## config.mk

```make
export PLATFORM = sky130hd
export DESIGN_NAME = arm_mc_controller_flat
export DESIGN_NICKNAME = d
export VERILOG_FILES = /design/src/rtl/arm_mc_pkg.sv /design/src/rtl/arm_mc_controller_if.sv /design/src/rtl/arm_mc_condlogic.sv /design/src/rtl/arm_mc_controller.sv /design/src/flat_wrapper.sv
export SDC_FILE = /design/constraint.sdc
export NUM_CORES = 1
export LEC_CHECK = 0
export BUFFER_PORTS_ARGS = -buffer_cell sky130_fd_sc_hd__buf_4
export CORE_MARGIN = 8
export CORE_UTILIZATION = 45
export DETAILED_ROUTE_END_ITERATION = 7
export PLACE_DENSITY = 0.81
export SLEW_MARGIN = 20
export SYNTH_ARGS = -nofsm -noshare
export SYNTH_HDL_FRONTEND = slang
export SYNTH_SLANG_ARGS = --single-unit
export TNS_END_PERCENT = 100
```

## constraint.sdc

```tcl
create_clock -name clk -period 2.56 [get_ports clk]
set_input_delay 0.384 -clock clk [delete_from_list [all_inputs] [get_ports clk]]
set_output_delay 0.384 -clock clk [all_outputs]
set_load 0.005 [all_outputs]
```

## src/rtl/arm_mc_pkg.sv

```systemverilog
// arm_mc_pkg: shared types and encodings for the
// multicycle ARM control unit (arm_mc_controller).
package arm_mc_pkg;

  typedef enum logic [3:0] {
    FETCH,
    DECODE,
    MEMADR,
    MEMREAD,
    MEMWB,
    MEMWRITE,
    EXECUTER,
    EXECUTEI,
    ALUWB,
    BRANCH
  } state_t;

  localparam logic [1:0] ALU_ADD = 2'b00;
  localparam logic [1:0] ALU_SUB = 2'b01;
  localparam logic [1:0] ALU_AND = 2'b10;
  localparam logic [1:0] ALU_ORR = 2'b11;

  localparam logic [1:0] SRCA_A  = 2'b00;
  localparam logic [1:0] SRCA_PC = 2'b01;

  localparam logic [1:0] SRCB_WD  = 2'b00;
  localparam logic [1:0] SRCB_IMM = 2'b01;
  localparam logic [1:0] SRCB_4   = 2'b10;

  localparam logic [1:0] RES_ALUOUT = 2'b00;
  localparam logic [1:0] RES_DATA   = 2'b01;
  localparam logic [1:0] RES_ALURES = 2'b10;

  localparam logic [1:0] OP_DP  = 2'b00;
  localparam logic [1:0] OP_MEM = 2'b01;
  localparam logic [1:0] OP_BR  = 2'b10;

  localparam logic [3:0] CMD_AND = 4'b0000;
  localparam logic [3:0] CMD_SUB = 4'b0010;
  localparam logic [3:0] CMD_ADD = 4'b0100;
  localparam logic [3:0] CMD_ORR = 4'b1100;

  localparam logic [3:0] CC_EQ = 4'b0000;
  localparam logic [3:0] CC_NE = 4'b0001;
  localparam logic [3:0] CC_CS = 4'b0010;
  localparam logic [3:0] CC_CC = 4'b0011;
  localparam logic [3:0] CC_MI = 4'b0100;
  localparam logic [3:0] CC_PL = 4'b0101;
  localparam logic [3:0] CC_VS = 4'b0110;
  localparam logic [3:0] CC_VC = 4'b0111;
  localparam logic [3:0] CC_HI = 4'b1000;
  localparam logic [3:0] CC_LS = 4'b1001;
  localparam logic [3:0] CC_GE = 4'b1010;
  localparam logic [3:0] CC_LT = 4'b1011;
  localparam logic [3:0] CC_GT = 4'b1100;
  localparam logic [3:0] CC_LE = 4'b1101;
  localparam logic [3:0] CC_AL = 4'b1110;

  function automatic logic [1:0] alu_dec(
    input logic [3:0] cmd
  );
    logic [1:0] r;
    r = ALU_ADD;
    unique case (1'b1)
      (cmd == CMD_SUB): r = ALU_SUB;
      (cmd == CMD_AND): r = ALU_AND;
      (cmd == CMD_ORR): r = ALU_ORR;
      default:          r = ALU_ADD;
    endcase
    return r;
  endfunction

endpackage

```

## src/rtl/arm_mc_controller_if.sv

```systemverilog
// Control bus between arm_mc_controller and datapath.
// MemReady exists only with ARM_MC_MEMWAIT_EN.
interface arm_mc_controller_if;
  import arm_mc_pkg::*;

  logic [31:0] Instr;
  logic [3:0]  ALUFlags;
`ifdef ARM_MC_MEMWAIT_EN
  logic        MemReady;
`endif
  logic        PCWrite;
  logic        RegWrite;
  logic        IRWrite;
  logic        MemWrite;
  logic        AdrSrc;
  logic [1:0]  RegSrc;
  logic [1:0]  ALUSrcA;
  logic [1:0]  ALUSrcB;
  logic [1:0]  ResultSrc;
  logic [1:0]  ImmSrc;
  logic [1:0]  ALUControl;

  modport master (
`ifdef ARM_MC_MEMWAIT_EN
    input  MemReady,
`endif
    input  Instr, ALUFlags,
    output PCWrite, RegWrite, IRWrite,
    output MemWrite, AdrSrc, RegSrc,
    output ALUSrcA, ALUSrcB, ResultSrc,
    output ImmSrc, ALUControl
  );

  modport slave (
`ifdef ARM_MC_MEMWAIT_EN
    output MemReady,
`endif
    output Instr, ALUFlags,
    input  PCWrite, RegWrite, IRWrite,
    input  MemWrite, AdrSrc, RegSrc,
    input  ALUSrcA, ALUSrcB, ResultSrc,
    input  ImmSrc, ALUControl
  );

endinterface

```

## src/rtl/arm_mc_condlogic.sv

```systemverilog
// arm_mc_condlogic: NZCV flags, condition evaluation,
// registered CondEx and write-enable gating.
module arm_mc_condlogic
  import arm_mc_pkg::*;
(
  input  logic       clk,
  input  logic       rst_n,
  input  logic [3:0] cond,
  input  logic [3:0] alu_flags,
  input  logic       flag_ld,
  input  logic       cond_ld,
  input  logic       regw,
  input  logic       memw,
  input  logic       branch,
  input  logic       fetch,
  input  logic       rd15,
  output logic       reg_write,
  output logic       mem_write,
  output logic       pc_write
);

  logic [3:0] flags;
  logic       condex;
  logic       condexreg;
  logic       n, z, c, v;

  assign {n, z, c, v} = flags;

  // evaluate the instruction condition against NZCV
  always_comb begin
    condex = 1'b0;
    unique case (cond)
      CC_EQ:   condex = z;
      CC_NE:   condex = ~z;
      CC_CS:   condex = c;
      CC_CC:   condex = ~c;
      CC_MI:   condex = n;
      CC_PL:   condex = ~n;
      CC_VS:   condex = v;
      CC_VC:   condex = ~v;
      CC_HI:   condex = c & ~z;
      CC_LS:   condex = ~c | z;
      CC_GE:   condex = (n == v);
      CC_LT:   condex = (n != v);
      CC_GT:   condex = ~z & (n == v);
      CC_LE:   condex = z | (n != v);
      CC_AL:   condex = 1'b1;
      default: condex = 1'b0;
    endcase
  end

  // flags update only for executed S-suffixed ops
  always_ff @(posedge clk or negedge rst_n) begin
    if (!rst_n) begin
      flags <= 4'b0000;
    end else if (flag_ld && condexreg) begin
      flags <= alu_flags;
    end
  end

  // capture condition once per instruction
  always_ff @(posedge clk or negedge rst_n) begin
    if (!rst_n) begin
      condexreg <= 1'b0;
    end else if (cond_ld) begin
      condexreg <= condex;
    end
  end

  assign reg_write = rst_n & regw & condexreg;
  assign mem_write = rst_n & memw & condexreg;
  assign pc_write  = rst_n & (fetch
                   | (branch & condexreg)
                   | (regw & condexreg & rd15));

endmodule

```

## src/rtl/arm_mc_controller.sv

```systemverilog
// arm_mc_controller: multicycle ARM Moore FSM + ALU decode.
// Optional ARM_MC_MEMWAIT_EN: memory states wait on MemReady.
module arm_mc_controller
  import arm_mc_pkg::*;
(
  input logic                 clk,
  input logic                 reset,
  arm_mc_controller_if.master bus
);

  state_t     state, next;
  logic [1:0] op;
  logic [3:0] cmd;
  logic       rd15;
  logic       mrdy;
  logic       irw, adrsrc, regw, memw;
  logic       branch, fetch, aluop;
  logic [1:0] srca, srcb, ressrc;
  logic [1:0] alu_ctl;
  wire        unused_instr = ^{bus.Instr[19:16],
                               bus.Instr[11:0]};

  assign op   = bus.Instr[27:26];
  assign cmd  = bus.Instr[24:21];
  assign rd15 = (bus.Instr[15:12] == 4'hF);

`ifdef ARM_MC_MEMWAIT_EN
  assign mrdy = bus.MemReady;
`else
  assign mrdy = 1'b1;
`endif

  // state register
  always_ff @(posedge clk or negedge reset) begin
    if (!reset) begin
      state <= FETCH;
    end else begin
      state <= next;
    end
  end

  // next state and per-state control
  always_comb begin
    next   = state;
    irw    = 1'b0;
    adrsrc = 1'b0;
    regw   = 1'b0;
    memw   = 1'b0;
    branch = 1'b0;
    fetch  = 1'b0;
    aluop  = 1'b0;
    srca   = SRCA_A;
    srcb   = SRCB_WD;
    ressrc = RES_ALUOUT;
    unique case (state)
      FETCH: begin
        irw    = 1'b1;
        fetch  = 1'b1;
        srca   = SRCA_PC;
        srcb   = SRCB_4;
        ressrc = RES_ALURES;
        if (mrdy) next = DECODE;
      end
      DECODE: begin
        srca   = SRCA_PC;
        srcb   = SRCB_4;
        ressrc = RES_ALURES;
        unique case (op)
          OP_DP:   next = bus.Instr[25] ? EXECUTEI
                                        : EXECUTER;
          OP_MEM:  next = MEMADR;
          OP_BR:   next = BRANCH;
          default: next = FETCH;
        endcase
      end
      MEMADR: begin
        srcb = SRCB_IMM;
        next = bus.Instr[20] ? MEMREAD : MEMWRITE;
      end
      MEMREAD: begin
        adrsrc = 1'b1;
        if (mrdy) next = MEMWB;
      end
      MEMWB: begin
        ressrc = RES_DATA;
        regw   = 1'b1;
        next   = FETCH;
      end
      MEMWRITE: begin
        adrsrc = 1'b1;
        memw   = 1'b1;
        if (mrdy) next = FETCH;
      end
      EXECUTER: begin
        aluop = 1'b1;
        next  = ALUWB;
      end
      EXECUTEI: begin
        aluop = 1'b1;
        srcb  = SRCB_IMM;
        next  = ALUWB;
      end
      ALUWB: begin
        regw = 1'b1;
        next = FETCH;
      end
      BRANCH: begin
        srcb   = SRCB_IMM;
        ressrc = RES_ALURES;
        branch = 1'b1;
        next   = FETCH;
      end
      default: next = FETCH;
    endcase
  end

  // ALU op from cmd only in execute states
  always_comb begin
    alu_ctl = ALU_ADD;
    if (aluop) alu_ctl = alu_dec(cmd);
  end

  arm_mc_condlogic u_cond (
    .clk       (clk),
    .rst_n     (reset),
    .cond      (bus.Instr[31:28]),
    .alu_flags (bus.ALUFlags),
    .flag_ld   (aluop & bus.Instr[20]),
    .cond_ld   (state == DECODE),
    .regw      (regw),
    .memw      (memw),
    .branch    (branch),
    .fetch     (fetch),
    .rd15      (rd15),
    .reg_write (bus.RegWrite),
    .mem_write (bus.MemWrite),
    .pc_write  (bus.PCWrite)
  );

  assign bus.IRWrite    = irw & reset;
  assign bus.AdrSrc     = adrsrc;
  assign bus.RegSrc     = {op == OP_MEM, op == OP_BR};
  assign bus.ALUSrcA    = srca;
  assign bus.ALUSrcB    = srcb;
  assign bus.ResultSrc  = ressrc;
  assign bus.ImmSrc     = op;
  assign bus.ALUControl = alu_ctl;

endmodule

```

## src/flat_wrapper.sv

```systemverilog
// flat-port wrapper written by rule: the top's interface ports become plain ports
module arm_mc_controller_flat import arm_mc_pkg::*;
  (clk, reset, bus_Instr, bus_ALUFlags, bus_PCWrite, bus_RegWrite, bus_IRWrite, bus_MemWrite, bus_AdrSrc, bus_RegSrc, bus_ALUSrcA, bus_ALUSrcB, bus_ResultSrc, bus_ImmSrc, bus_ALUControl);
  arm_mc_controller_if bus_i ();
  input logic clk;
  input logic reset;
  input wire logic [$bits(bus_i.Instr)-1:0] bus_Instr;
  input wire logic [$bits(bus_i.ALUFlags)-1:0] bus_ALUFlags;
  output wire logic [$bits(bus_i.PCWrite)-1:0] bus_PCWrite;
  output wire logic [$bits(bus_i.RegWrite)-1:0] bus_RegWrite;
  output wire logic [$bits(bus_i.IRWrite)-1:0] bus_IRWrite;
  output wire logic [$bits(bus_i.MemWrite)-1:0] bus_MemWrite;
  output wire logic [$bits(bus_i.AdrSrc)-1:0] bus_AdrSrc;
  output wire logic [$bits(bus_i.RegSrc)-1:0] bus_RegSrc;
  output wire logic [$bits(bus_i.ALUSrcA)-1:0] bus_ALUSrcA;
  output wire logic [$bits(bus_i.ALUSrcB)-1:0] bus_ALUSrcB;
  output wire logic [$bits(bus_i.ResultSrc)-1:0] bus_ResultSrc;
  output wire logic [$bits(bus_i.ImmSrc)-1:0] bus_ImmSrc;
  output wire logic [$bits(bus_i.ALUControl)-1:0] bus_ALUControl;
  assign bus_i.Instr = bus_Instr;
  assign bus_i.ALUFlags = bus_ALUFlags;
  assign bus_PCWrite = bus_i.PCWrite;
  assign bus_RegWrite = bus_i.RegWrite;
  assign bus_IRWrite = bus_i.IRWrite;
  assign bus_MemWrite = bus_i.MemWrite;
  assign bus_AdrSrc = bus_i.AdrSrc;
  assign bus_RegSrc = bus_i.RegSrc;
  assign bus_ALUSrcA = bus_i.ALUSrcA;
  assign bus_ALUSrcB = bus_i.ALUSrcB;
  assign bus_ResultSrc = bus_i.ResultSrc;
  assign bus_ImmSrc = bus_i.ImmSrc;
  assign bus_ALUControl = bus_i.ALUControl;
  arm_mc_controller u_core (.clk(clk), .reset(reset), .bus(bus_i));
endmodule
```

==> reports/results.ini <==
[clock_network]
clock_sinks = 9
h-tree-depth = 1
cts_hold_buf = 1
cts-root-buf = clkbuf_4
cts.path.max_buffers = 2
cts_tree = yes
cts_buffers = 3
path_clk_slew_ns = 0.06
cts_setup_buffers = 0
cts_resized = 0
clock_latency_ns = 0.25

[setup_path]
cp-end-kind = primary output
start_kind = flop
cp_slowest_stage_delay_ns = 0.57
critical_path.slowest_cell = dfrtp_1
required_ns = 2.18
crit_family = flip-flops
critPathBufInv = 1
cp.arrival_ns = 1.67
cp_max_fo = 16
path_class = reg -> out
crit_chain = nand2b_1 -> mux2_2 -> o22ai_1 -> buf_4

[sta]
worst_slew_pin_slew_ns = 0.544
fmax_mhz = 488
final_max_slew_viol_count = 0
min_period_over_period = 0.801
fin_crit_ns = 2.05
hold_viol = 0
tns_ns = 0
fin_skew_ns = 0.00447
whs_ns = 0.361
rsz0062_at_grt = false
layout_setup_ws_ns = 0.509
slew_headroom = 0.637
setup_viol = 0

[routing]
drtIter0Drc = 16
avgViaCountPerCell = 5.20
antenna_left = 0
drc = 0
routedWlPerCell_um = 13.5
wl_um = 2200
first_pass_iters = 4
top_layer = met3
dr_wl_met3_um = 213
wl_met2_um = 1090
route.vias.total = 848
wl_met1_um = 895

[logic_synthesis]
yosysWarnings = 0
synth_edf_count = 0
synth_seq_cells = 9
synth_area_sq_um = 880
yosys-top-cells-count = nor2_1 (11), dfrtp_1 (9), nand2_1 (7)
ys_async_sr_fraction = 1.00
yosysMostFrequentCell = nor2_1
yosys-top-cells-area = dfrtp_1 (26%), mux2_2 (6.4%), nor2_1 (4.7%)
avgSynthCellArea_sq_um = 8.38
yosysTopAreaCellShare = 0.256
synthCells = 105
synth_nets = 143
synth_ff_type = dfrtp_1
yosysSeqAreaShare = 0.256
synth.distinct_cells = 41
synth_area_leader_cell = dfrtp_1

[final_layout]
design_area_sq_um = 1150
fin_nets = 175
area_delta_synth_final_pct = 31.0
drive_gt1_frac = 0.382
antennaDiodeCount = 0
nFillCells = 185

[floorplanning]
start_util = 0.463
die_area_sq_um = 3630
die_height_um = 60.2
core_area_sq_um = 1900
die_w_um = 60.2
ios = 55
rows = 16

[place]
globalplace.congestion = 0.874
numPortBuffers = 37
placed_cell_area_sq_um = 1120
dp_worst_setup_slack_ns = 0.793
place_hpwl_um = 1760

[grt]
grt_pass1_wl_um = 3500
grt_max_degree = 17
grt_overflow = 0
grt_pass1_vias = 808
antenna_found_initial = 0
grt_usage = 0.120

[pwr]
ir_worst_vdd_uv = 622
p_leak_uw = 0.000529
powerDensity_nw_per_um2 = 839

[run]
maxCapViolations = 0

[worst_hold_path]
hold_path_class = in -> reg

[outcome]
status = finished clean

through the flow:
step	power [uW]	utilization	cells
after global placement	841	0.587	158
final	967	0.606	163
after detailed placement	862	0.587	158
after global routing	1050	0.606	163
after CTS	973	0.606	163
after floorplan	682	-	105
where the power goes:
part           switching [uW]  total, uW  internal (uW)
registers                 132        327            195
logic                     224        531            308
clock network            48.5        108           60.0
cell families (layout without fill, tap and decap cells):
kind of cell | after synthesis | count (layout) | synth area share
buffers and inverters | 13 | 44 | 0.0939
xor gates and xnor gates | 5 | 5 | 0.0498
other | 1 | 1 | 0.00426
AOI/OAI and AO/OA | 20 | 20 | 0.156
DFF | 9 | 9 | 0.256
muxes | 7 | 7 | 0.0868
and+or+nand+nor | 50 | 50 | 0.353
placed cells by master (no fill, tap or decap), types with 2 or more instances in the layout:
cell | Yosys | final
buf_4 | 3 | 37
nor2_1 | 11 | 11
dfrtp_1 | 9 | 9
nand2_1 | 7 | 7
nand2b_1 | 5 | 5
mux2_2 | 5 | 5
nor2b_1 | 4 | 4
nor3_1 | 4 | 4
o21ai_0 | 4 | 4
xnor2_1 | 4 | 4
a21oi_1 | 3 | 3
a31oi_1 | 3 | 3
o22ai_1 | 3 | 3
nand3_1 | 3 | 3
clkbuf_4 | 0 | 3
inv_1 | 2 | 2
nor4_1 | 2 | 2
mux2i_1 | 2 | 2
nand3b_1 | 2 | 2
layout make-up:
class | instances | area, sq um | share of cell area
multi-input cells | 83 | 572 | 0.496
repair buffers | 38 | 288 | 0.250
flip-flops and latches | 9 | 225 | 0.195
well taps | 27 | 33.8 | 0.0293
clock buffers | 4 | 26.3 | 0.0228
inverters | 2 | 7.51 | 0.00651
state kept, by name, indices dropped and copies added (netlist names):
register,flops
u_core.u_cond.condexreg,1
u_core.u_cond.flags,4
u_core.state,4
routing by layer:
| metal | vias to the layer above | GRT usage |
|---|---|---|
| li1 | 433 | - |
| met1 | 389 | 0.125 |
| met2 | 26 | 0.212 |
| met3 | 0 | 0.0430 |
| met4 | 0 | 0.0476 |
| met5 | - | 0 |
path summary, 6_finish.rpt:
check	startpoint	endpoint	slack, ns	cells after the start
worst min register to register	u_core.u_cond.flags[0]	u_core.u_cond.flags[0]	0.58	1
worst max register to register	u_core.state[1]	u_core.u_cond.flags[2]	0.94	3
worst max-delay path	u_core.state[1]	bus_ALUSrcB[0]	0.51	4
worst min-delay path	bus_ALUFlags[0]	u_core.u_cond.flags[0]	0.36	2
min in group asynchronous	reset	u_core.u_cond.condexreg	0.50	2
max in group asynchronous	reset	u_core.state[1]	1.91	2
(Power assumes the default switching activity.)
